## src/rtl/stopwatch_ctrl_if.sv

```systemverilog
// stopwatch_ctrl_if: button, terminal-flag and counter-control signals of the stopwatch control stage
interface stopwatch_ctrl_if;
  logic btn_start;
  logic btn_clear;
  logic btn_load;
  logic cnt_9;
  logic enb;
  logic clr;
  logic ld;
  logic [1:0] state;
  logic running;
  modport master (
    output btn_start, btn_clear, btn_load, cnt_9,
    input  enb, clr, ld, state, running
  );
  modport slave (
    input  btn_start, btn_clear, btn_load, cnt_9,
    output enb, clr, ld, state, running
  );
endinterface

```

## src/rtl/stopwatch_ctrl.sv

```systemverilog
// stopwatch_ctrl: debounced run/pause/done control for a 3-digit BCD counter (AUTO_RESTART_EN: wrap 999->000 and keep running)
module stopwatch_ctrl #(
  parameter int CLK_DIV    = 50000,
  parameter int DEB_CYCLES = 1000
) (
  input logic ck,
  input logic rst_s,
  stopwatch_ctrl_if.slave bus
);
  localparam int DW = $clog2(DEB_CYCLES + 1);
  localparam int PW = $clog2(CLK_DIV);
  localparam logic [1:0] IDLE  = 2'b00;
  localparam logic [1:0] RUN   = 2'b01;
  localparam logic [1:0] PAUSE = 2'b10;
  localparam logic [1:0] DONE  = 2'b11;
  logic [2:0] raw, s1, s2, deb, deb_d, press;
  logic ev_clr, ev_st, ev_ld;
  logic [1:0] st, nst;
  logic [PW-1:0] pre, npre;
  logic wrap;
  logic enb, clr, ld, run_q;
  logic n_enb, n_clr, n_ld;
  // bit 0 start, bit 1 clear, bit 2 load
  assign raw = {bus.btn_load, bus.btn_clear, bus.btn_start};
  // two-flop synchronizers for the asynchronous buttons
  always_ff @(posedge ck)
    if (rst_s) begin
      s1 <= '0;
      s2 <= '0;
    end else begin
      s1 <= raw;
      s2 <= s1;
    end
  for (genvar i = 0; i < 3; i++) begin : g_deb
    logic [DW-1:0] cnt;
    logic lvl;
    // accept a new level only after DEB_CYCLES consecutive differing samples; any bounce restarts
    always_ff @(posedge ck)
      if (rst_s) begin
        cnt <= '0;
        lvl <= 1'b0;
      end else if (s2[i] == lvl) begin
        cnt <= '0;
      end else if (cnt == DW'(DEB_CYCLES - 1)) begin
        cnt <= '0;
        lvl <= s2[i];
      end else begin
        cnt <= cnt + 1'b1;
      end
    assign deb[i] = lvl;
  end
  // previous debounced levels for rising-edge detection
  always_ff @(posedge ck)
    if (rst_s) deb_d <= '0;
    else deb_d <= deb;
  assign press  = deb & ~deb_d;
  assign ev_clr = press[1];
  assign ev_st  = press[0] & ~press[1];
  assign ev_ld  = press[2] & ~press[1] & ~press[0];
  assign wrap   = (st == RUN) && (pre == PW'(CLK_DIV - 1));
  // next state, prescaler and output pulses
  always_comb begin
    nst   = st;
    npre  = pre;
    n_enb = 1'b0;
    n_clr = 1'b0;
    n_ld  = 1'b0;
    case (st)
      IDLE: begin
        if (ev_clr) n_clr = 1'b1;
        else if (ev_st) begin
          nst  = RUN;
          npre = '0;
        end else if (ev_ld) n_ld = 1'b1;
      end
      RUN: begin
        npre = wrap ? '0 : pre + 1'b1;
        if (ev_clr) begin
          n_clr = 1'b1;
          nst   = IDLE;
          npre  = '0;
        end else if (wrap && bus.cnt_9) nst = DONE;
        else begin
          n_enb = wrap;
          nst   = ev_st ? PAUSE : RUN;
        end
      end
      PAUSE: begin
        if (ev_clr) begin
          n_clr = 1'b1;
          nst   = IDLE;
          npre  = '0;
        end else if (ev_st) nst = RUN;
        else if (ev_ld) n_ld = 1'b1;
      end
      DONE: begin
`ifdef AUTO_RESTART_EN
        n_clr = 1'b1;
        nst   = ev_clr ? IDLE : RUN;
        npre  = '0;
`else
        if (ev_clr) begin
          n_clr = 1'b1;
          nst   = IDLE;
          npre  = '0;
        end
`endif
      end
    endcase
  end
  // registered state and outputs
  always_ff @(posedge ck)
    if (rst_s) begin
      st    <= IDLE;
      pre   <= '0;
      enb   <= 1'b0;
      clr   <= 1'b0;
      ld    <= 1'b0;
      run_q <= 1'b0;
    end else begin
      st    <= nst;
      pre   <= npre;
      enb   <= n_enb;
      clr   <= n_clr;
      ld    <= n_ld;
      run_q <= (nst == RUN);
    end
  assign bus.enb     = enb;
  assign bus.clr     = clr;
  assign bus.ld      = ld;
  assign bus.state   = st;
  assign bus.running = run_q;
endmodule

```

## src/flat_wrapper.sv

```systemverilog
// flat-port wrapper written by rule: the top's interface ports become plain ports
module stopwatch_ctrl_flat 
#(
  parameter int CLK_DIV    = 50000,
  parameter int DEB_CYCLES = 1000
)
  (ck, rst_s, bus_btn_start, bus_btn_clear, bus_btn_load, bus_cnt_9, bus_enb, bus_clr, bus_ld, bus_state, bus_running);
  stopwatch_ctrl_if bus_i ();
  input logic ck;
  input logic rst_s;
  input wire logic [$bits(bus_i.btn_start)-1:0] bus_btn_start;
  input wire logic [$bits(bus_i.btn_clear)-1:0] bus_btn_clear;
  input wire logic [$bits(bus_i.btn_load)-1:0] bus_btn_load;
  input wire logic [$bits(bus_i.cnt_9)-1:0] bus_cnt_9;
  output wire logic [$bits(bus_i.enb)-1:0] bus_enb;
  output wire logic [$bits(bus_i.clr)-1:0] bus_clr;
  output wire logic [$bits(bus_i.ld)-1:0] bus_ld;
  output wire logic [$bits(bus_i.state)-1:0] bus_state;
  output wire logic [$bits(bus_i.running)-1:0] bus_running;
  assign bus_i.btn_start = bus_btn_start;
  assign bus_i.btn_clear = bus_btn_clear;
  assign bus_i.btn_load = bus_btn_load;
  assign bus_i.cnt_9 = bus_cnt_9;
  assign bus_enb = bus_i.enb;
  assign bus_clr = bus_i.clr;
  assign bus_ld = bus_i.ld;
  assign bus_state = bus_i.state;
  assign bus_running = bus_i.running;
  stopwatch_ctrl #(.CLK_DIV(CLK_DIV), .DEB_CYCLES(DEB_CYCLES)) u_core (.ck(ck), .rst_s(rst_s), .bus(bus_i));
endmodule
```

## config.mk

```make
export PLATFORM = sky130hd
export DESIGN_NAME = stopwatch_ctrl_flat
export DESIGN_NICKNAME = d
export VERILOG_FILES = /design/src/rtl/stopwatch_ctrl_if.sv /design/src/rtl/stopwatch_ctrl.sv /design/src/flat_wrapper.sv
export SDC_FILE = /design/constraint.sdc
export NUM_CORES = 1
export LEC_CHECK = 0
export BUFFER_PORTS_ARGS = -buffer_cell sky130_fd_sc_hd__buf_4
export CAP_MARGIN = 20
export CORE_MARGIN = 4
export CORE_UTILIZATION = 40
export CTS_CLUSTER_SIZE = 12
export DETAILED_ROUTE_END_ITERATION = 16
export GPL_TIMING_DRIVEN = 0
export PLACE_DENSITY = 0.61
export SLEW_MARGIN = 5
export SYNTH_ARGS = -nofsm -noshare
export SYNTH_HDL_FRONTEND = slang
export SYNTH_SLANG_ARGS = --single-unit
```

## constraint.sdc

```tcl
create_clock -name ck -period 6 [get_ports ck]
set_input_delay 0.9 -clock ck [delete_from_list [all_inputs] [get_ports ck]]
set_output_delay 0.9 -clock ck [all_outputs]
set_load 0.02 [all_outputs]
```

# == Yosys cells after proc, flatten, opt, wreduce, memory -nomap -nowiden ==
# Cells that the tools add are included.
# classes
add_sub_neg,4
n_bitwise,12
n_mul,0
n_reduce_logical,15
eq_ne,14
div_mod_pow,0
magnitude_cmp,0
n_mux,17
n_shift,0
# ops
op,count
$mux 16,5
$pmux 16 s3,1
$add 10x1->10 const B,3
$eq 10x10->1 const B,3
$add 16x1->16 const B,1
$eq 16x16->1 const B,1
$mux 2,7
$reduce_or 4->1,3
$reduce_or 3->1,3
$pmux 2 s4,1
$not 1->1,7
$reduce_and 2->1,3
$eq 2x1->1 const B,2
$eq 2x2->1 const B,2
$ne 2x1->1 const B,2
$reduce_or 2->1,2
$and 1x1->1,3
$and 3x3->3,1
$eq 1x1->1,3
$mux 1,3
$not 3->3,1
$reduce_and 3->1,1
$logic_and 1x1->1,2
$logic_not 2->1,1
$ne 2x2->1 const B,1
# totals
ram_bits,0
mem_bits_ro,0
regBits,64
input_bits,6
n_memories,0
latchBits,0

# == Depth between registers and ports, before layout ==
# Gate-level depths: netlist of the first run.
# logic_depth
depth_word,9
depth_mapped,7
mapped_depth_nobuf,5

# == Worst setup path after synthesis of the first run ==
# No wires, ideal clock.
# synth_path
kind,register to register
start,reg u_core.pre[10]
end,reg u_core.pre[10]
t_arrival_ns,1.810
setup_slack_ns,4.056
path_stages_with_launch,8
path_buffers,3
t_required_ns,5.866
cell_sequence,dfxtp_1 > buf_6 > or4b_1 > or4_1 > buf_6 > buf_6 > a31oi_1 > a31oi_1
# synth_via
elab_chain_cells,5
word_cells_on_any_way,6
# synth_rtl
item,line_no,text
start: declaration,stopwatch_ctrl.sv:19,"logic [PW-1:0] pre, npre;"
start signal: assignment,stopwatch_ctrl.sv:122,pre <= npre;
branches (longest 2 deep; another with $add 16x1->16),n/a,
$mux 16 (*),stopwatch_ctrl.sv:77,npre = wrap ? '0 : pre + 1'b1;
$mux 16 (*),stopwatch_ctrl.sv:78,if (ev_clr) begin
$pmux 16 s3 (*),stopwatch_ctrl.sv:68,case (st)
# Mark *: on every way between the ends.
# A chain may end at the register's enable or synchronous reset.

# == Worst setup path in the final report of the first run ==
# layout_path
start,reg u_core.pre[5]
end,reg u_core.pre[15]
# Same word-level chain as after synthesis.

==> impl_results.md, run 1 <==
- Initial DRT Pass Iterations: 5
- I/O Pins: 12
- H-tree Lvls: 3
- Core area: 0.00687 mm^2
- Vias in the first global route: 2,217
- RePlAce Congestion: 0.851
- Die footprint: 0.00860 mm^2
- Final WL: 5.70 mm
- Global Route Usage Sum: 14.5%
- Post-CTS Setup Repair Bufs: 0
- Vias/cell: 5.17
- Lkg Pwr: 1.06 nW
- Synthesis-stage register bit count: 64
- Setup CP Type: reg2reg
- CP max FO: 10
- Layout cell share with drive strength beyond 1: 9.24%
- Clock period minus worst slack: 2050 ps
- Final Cycle Share: 34.2%
- Final Skew: 8.71 ps
- Cts bufs inserted: 9
- Die W: 92.7 um
- Initial core utilization: 41.8%
- Final hold violations: 0
- Post-CTS sizing: 0
- Crit path launch type: flip-flop
- Synth async-reset ratio: 0%
- Share of the synthesized area in the top cell type: 44.6%
- DRC: 0
- Number of diodes: 0
- Worst EP arrival: 2260 ps
- Number of setup violations in the final report: 0
- CTS Root Buffer Type: clkbuf_8
- Most area-consuming cells after synthesis: dfxtp_1, xnor2_1, nor2_1
- CTS tree: yes
- Worst-margin pin slew: 655 ps
- Post-CTS Hold Fix Bufs: 0
- 1st-iter DRT viols: 111
- First-pass GRT wire length: 9.94 mm
- Crit. End Element: flip-flop
- Synth unique cells: 40
- Worst-path clk slew: 70 ps
- Max-Cap Viols: 0
- Nets: 362
- RSZ-0062 raised after global routing: false
- Max Fclk: 488 MHz
- Die Y: 92.7 um
- Avg WL per Cell: 12.6 um
- CTS sink cnt: 64
- Total power: 869 uW
- Seq/Total Area, Yosys: 44.6%
- Outcome: complete, no violations
- Post-Syn Nets: 340
- Critical Path RT: 6210 ps
- Max-slew headroom: 56.0%
- Mean Syn Cell Area: 8.70 um^2
- Area Overhead vs Synth: 15.1%
- Via count: 2,344
- Pwr dens: 263 mW/mm^2
- Mapped cell area: 0.00287 mm^2
- Synth warnings: 0
- Routed Antenna Nets: 0
- Std cell rows: 30
- Total global routing overflow: 0
- Setup TNS: 0 ps
- Hold Path Class: reg2reg
- EDFF count, synth: 0
- Clk Latency, worst-skew pair: 340 ps
- Initial antenna violation count: 0
- PortBufs: 11
- Post-DP HPWL: 3.93 mm
- Slew Viols, Final: 0
- Largest net degree at the start of global routing: 12
- Ys flop type: dfxtp_1
- Clock buffer depth: 2
- Area leader, netlist: dfxtp_1
- Worst vdd ir: 165 uV
- Mapped Cells: 330
[registers in the layout, indices dropped and copies added (netlist names)]
name	flops
u_core.s1	3
u_core.g_deb.cnt	30
u_core.deb_d	3
u_core.bus.running	1
u_core.bus.enb	1
u_core.pre	16
u_core.bus.clr	1
u_core.bus.ld	1
u_core.s2	3
u_core.bus.state	2
u_core.g_deb.lvl	3
[path summary, 6_finish.rpt]
| check | end | slack, ps | from | cells past startpoint |
|---|---|---|---|---|
| worst max-delay path | u_core.pre[15] | 3950 | u_core.pre[5] | 6 |
| worst max register to register | u_core.pre[15] | 3950 | u_core.pre[5] | 6 |
| worst min register to register | u_core.s2[0] | 440 | u_core.s1[0] | 1 |
| worst min-delay path | u_core.s2[0] | 440 | u_core.s1[0] | 1 |
[report_power, final]
group	total (mW)	leakage, nW	switching (mW)	internal (mW)
logic	0.0129	0.434	0.00790	0.00502
registers	0.428	0.517	0.00138	0.427
clock network	0.427	0.113	0.170	0.258
total	0.869	1.06	0.179	0.690
[routing by layer]
layer / up-vias / global-route usage (%) / wire, um
met4: 0 / 4.76 / 72
met5: - / 0 / 0
met3: 8 / 6.09 / 255
li1: 1206 / - / -
met1: 1091 / 17.4 / 2720
met2: 39 / 23.4 / 2660
[cell families (layout without fill, tap and decap cells)]
family | count (synthesis) | after routing | share of synthesized area (%)
fa+ha+maj | 4 | 4 | 1.74
buf+inv | 22 | 49 | 3.92
xor+xnor | 29 | 29 | 8.85
flops | 64 | 64 | 44.6
simple gates | 174 | 174 | 32.1
mux | 3 | 3 | 1.05
compound gates | 34 | 34 | 7.67
[critical path: stages (launching register included)]
cell and delay [ps]:
dfxtp_1 380, or4b_1 520, or4_1 540, buf_6 160
buf_6 140, nand4b_1 90, o211ai_1 100
[Yosys cell counts, drive strengths merged, types with 6 or more instances]
master and number:
dfxtp 64, nand2b 6, nand3 25, xnor2 22, nand2 19, a31oi 8, clkbuf 8, o21ai 6
inv 10, nor2 48, nand4 15, nor3 16, nand4b 6, xor2 7, nor2b 13
[cell usage in the layout, fill, tap and decap left out, types with 2 or more instances in the layout]
master / count
or3_1: 2
mux2i_1: 3
nand3_1: 25
nor4_1: 2
and3_1: 4
nand4b_1: 6
dfxtp_1: 64
xor2_1: 7
xnor2_1: 22
nor2_1: 48
bufinv_16: 2
clkbuf_8: 11
o211ai_1: 5
nand3b_1: 2
buf_6: 4
a41oi_1: 2
nor3_1: 16
or4bb_1: 2
o31ai_1: 2
inv_1: 10
a21oi_1: 5
clkbuf_1: 9
nand2_1: 19
nor2b_1: 13
o22ai_1: 2
ha_1: 4
nand4_1: 15
o21bai_1: 2
nand2b_1: 6
buf_4: 11
a31oi_1: 8
o21ai_0: 6
or4_1: 4
and4_1: 3
[through the flow]
step                      cell area (um^2)  utilization, %  setup WS, ps  std cells  hold slack, ps
after global routing                  3300            48.1          3800        453             465
after CTS                             3300            48.1          3950        453             450
final                                 3300            48.1          3950        453             443
after global placement                3070            44.7          3880        437             428
after floorplan                       2870               -          4060        330             406
after detailed placement              3070            44.7          3880        437             431
[layout make-up]
cell class / count / area, um^2
fill: 676 / 3560
multi-input combinational: 244 / 1480
sequential: 64 / 1280
clock buffer: 12 / 155
tap: 96 / 120
timing repair buffer: 11 / 82.6
clock inverter: 4 / 76.3
buffer: 12 / 75.1
inverter: 10 / 37.5
Note: power is estimated with default switching activity, not from simulation.
==> inputs of run 2 (changes only) <==
clock period = 1.9 ns   (was 6 ns; I/O delays follow)
==> impl_results.md, run 2 (synthesis results as in run 1) <==
- Outcome: finished with violations
- Failing checks: negative setup slack
- Max-Cap Viols: 0 (unchanged)
- Final WL: 6.14 mm (+7.7%)
- Crit path cell chain: or4bb_1 -> or4_4 -> clkbuf_16 -> nand4b_1 -> o211ai_1
- Worst-margin pin slew: 689 ps (+33.2 ps)
- DRC: 0 (unchanged)
- Initial core utilization: 41.8% (unchanged)
- Worst-path clk slew: 70 ps (about the same)
- Critical Path Stages: 5 (-1)
- Final Skew: 10.6 ps (+1.88 ps)
- RSZ-0062 raised after global routing: true
- CTS sink cnt: 64 (unchanged)
- Critical path's top delay family: simple AND/OR/NAND/NOR gates
- Routed Antenna Nets: 0 (unchanged)
- Largest net degree at the start of global routing: 11 (-1)
- Final hold violations: 0 (unchanged)
- Hold Path Class: in2reg
- Setup CP Type: reg2reg
- Nets: 366 (+1.1%)
- Final Cycle Share: 108% (+74 points)
- Area Overhead vs Synth: 19.4%
- Via count: 2,353 (+0.38%)
- R2R depth: 5 (-1)
- Final setup margin: -148 ps (-4100 ps)
- Worst hold slack: 129 ps (-314 ps)
- Post-DP HPWL: 3.98 mm (+1.4%)
- Crit path launch type: flip-flop
- First-pass GRT wire length: 10.6 mm (+7.0%)
- Max Fclk: 488 MHz (about the same)
- RePlAce Congestion: 0.856 (+0.59%)
- Global Route Usage Sum: 15.6% (+1.1 points)
- Combinational Power Share: 1.6% (about the same)
- Post-CTS Hold Fix Bufs: 0 (unchanged)
- Clk Latency, worst-skew pair: 330 ps (about the same)
- Number of setup violations in the final report: 18 (+18)
- Die W: 92.7 um (unchanged)
- Largest register FFs: 30 (unchanged)
- Worst EP arrival: 2250 ps (about the same)
- Commonest non-fill, non-tap cell in the layout: dfxtp_1
- Top Registers: u_core.g_deb.cnt: 30 flops, u_core.pre: 16 flops
- Critical Path RT: 2110 ps (-4100 ps)
- Pwr dens: 741 mW/mm^2 (+180%)
- CTS tree: yes
- Hold Path Depth: 2 (+1)
- Initial DRT Pass Iterations: 4 (-1)
- Crit path buf inv count: 1 (-1)
- Switching Fraction: 20.5% (-0.14 points)
- 1st-iter DRT viols: 93 (-16%)
- I/O Pins: 12 (unchanged)
- Std cell rows: 30 (unchanged)
- Lkg Pwr: 1.11 nW (+4.4%)
- CTS Root Buffer Type: clkbuf_8
- Clock period minus worst slack: 2050 ps (-1.93 ps)
- Cell Count Post-Placement: 437 (unchanged)
- Clock buffer depth: 2 (unchanged)
- Non-Filler Instances: 455 (+0.44%)
- Seq pwr share: 53.1% (+3.8 points)
- Total power: 2.54 mW (+190%)
- Reg with most FFs: u_core.g_deb.cnt
- Internal: 2.02 mW (+190%)
- Max incr delay on CP: 670 ps (+130 ps)
- CP max FO: 8 (-2)
- Clk pwr share: 45.3% (-3.9 points)
- Post-route cell area: 0.00343 mm^2 (+3.7%)
- PortBufs: 11 (unchanged)
- Area after DPL: 0.00307 mm^2 (unchanged)
- Leading cell types in the layout, fill and taps excluded: dfxtp_1, nor2_1, nand3_1
- Cts bufs inserted: 9 (unchanged)
- H-tree Lvls: 3 (unchanged)
- Vias in the first global route: 2,327 (+5.0%)
- Number of diodes: 0 (unchanged)
- Avg WL per Cell: 13.5 um (+7.3%)
- Layout cell share with drive strength beyond 1: 15.6% (+6.4 points)
- Die Y: 92.7 um (unchanged)
- Max-slew headroom: 53.8% (-2.2 points)
- Utilization after layout: 49.9% (+1.8 points)
- Worst vdd ir: 464 uV (+180%)
- Slew Viols, Final: 0 (unchanged)
- Total global routing overflow: 0 (unchanged)
- Crit. End Element: flip-flop
- Slowest CP cell: or4_4
- Switching power: 520 uW (+190%)
- Initial antenna violation count: 0 (unchanged)
- Core area: 0.00687 mm^2 (unchanged)
- Vias/cell: 5.17 (about the same)
- Die footprint: 0.00860 mm^2 (unchanged)
==> run 2: changes by cell type in the layout (fill, tap and decap cells not counted), moves of 3 or more <==
cell and change:
dfxtp_1 -7, buf_4 +4, clkbuf_1 -4, dfxtp_2 +4, buf_6 -3, dfxtp_4 +3
==> run 2: final timing paths <==
kind | start | to | slack (ps)
worst max-delay path | u_core.pre[14] | u_core.pre[5] | -150
worst min-delay path | bus_cnt_9 | u_core.bus.enb | 130
worst max register to register | u_core.pre[14] | u_core.pre[5] | -150
worst min register to register | u_core.deb_d[1] | u_core.bus.clr | 420
==> run 2: per-layer routing <==
layer / vias to the layer above / share of wire, % / global-route usage, %
met5: - / 0 / 0
met4: 0 / 2.2 / 6.72
met3: 9 / 2.8 / 4.96
met2: 33 / 47 / 25.1
met1: 1093 / 48 / 19.2
li1: 1218 / - / -
==> run 2: final cells by class <==
type | count | area (um^2)
fillers | 663 | 3440
flip-flops and latches | 64 | 1300
clock buffers | 11 | 151
repair buffers | 18 | 176
clock inverters | 3 | 42.5
multi-input cells | 244 | 1540
well taps | 96 | 120
plain buffers | 9 | 58.8
inverters | 10 | 37.5
==> run 2: timing repair <==
action	4_1_cts	5_1_grt
endpoints found under the setup margin	18	28
resized for setup	20	9
cloned	1	1
setup buffers	3	2
pin swaps	8	8
==> run 2: through the flow <==
step | setup TNS [ps] | setup WS, ps
after floorplan | 0 | 2.32
after global placement | -1930 | -137
after detailed placement | -1710 | -124
after CTS | -921 | -80.9
after global routing | -2800 | -193
final | -1880 | -148
==> run 2: power groups by stage <==
| stage | Sequential (mW) | Clock [mW] | Combinational [mW] |
|---|---|---|---|
| 2_1_floorplan | 1.38 | 0 | 0.0227 |
| 6_report | 1.35 | 1.15 | 0.0410 |
| 3_3_place_gp | 1.38 | 0 | 0.0406 |
| 3_5_place_dp | 1.38 | 0 | 0.0408 |
| 5_1_grt | 1.35 | 1.25 | 0.0468 |
| 4_1_cts | 1.35 | 1.19 | 0.0416 |
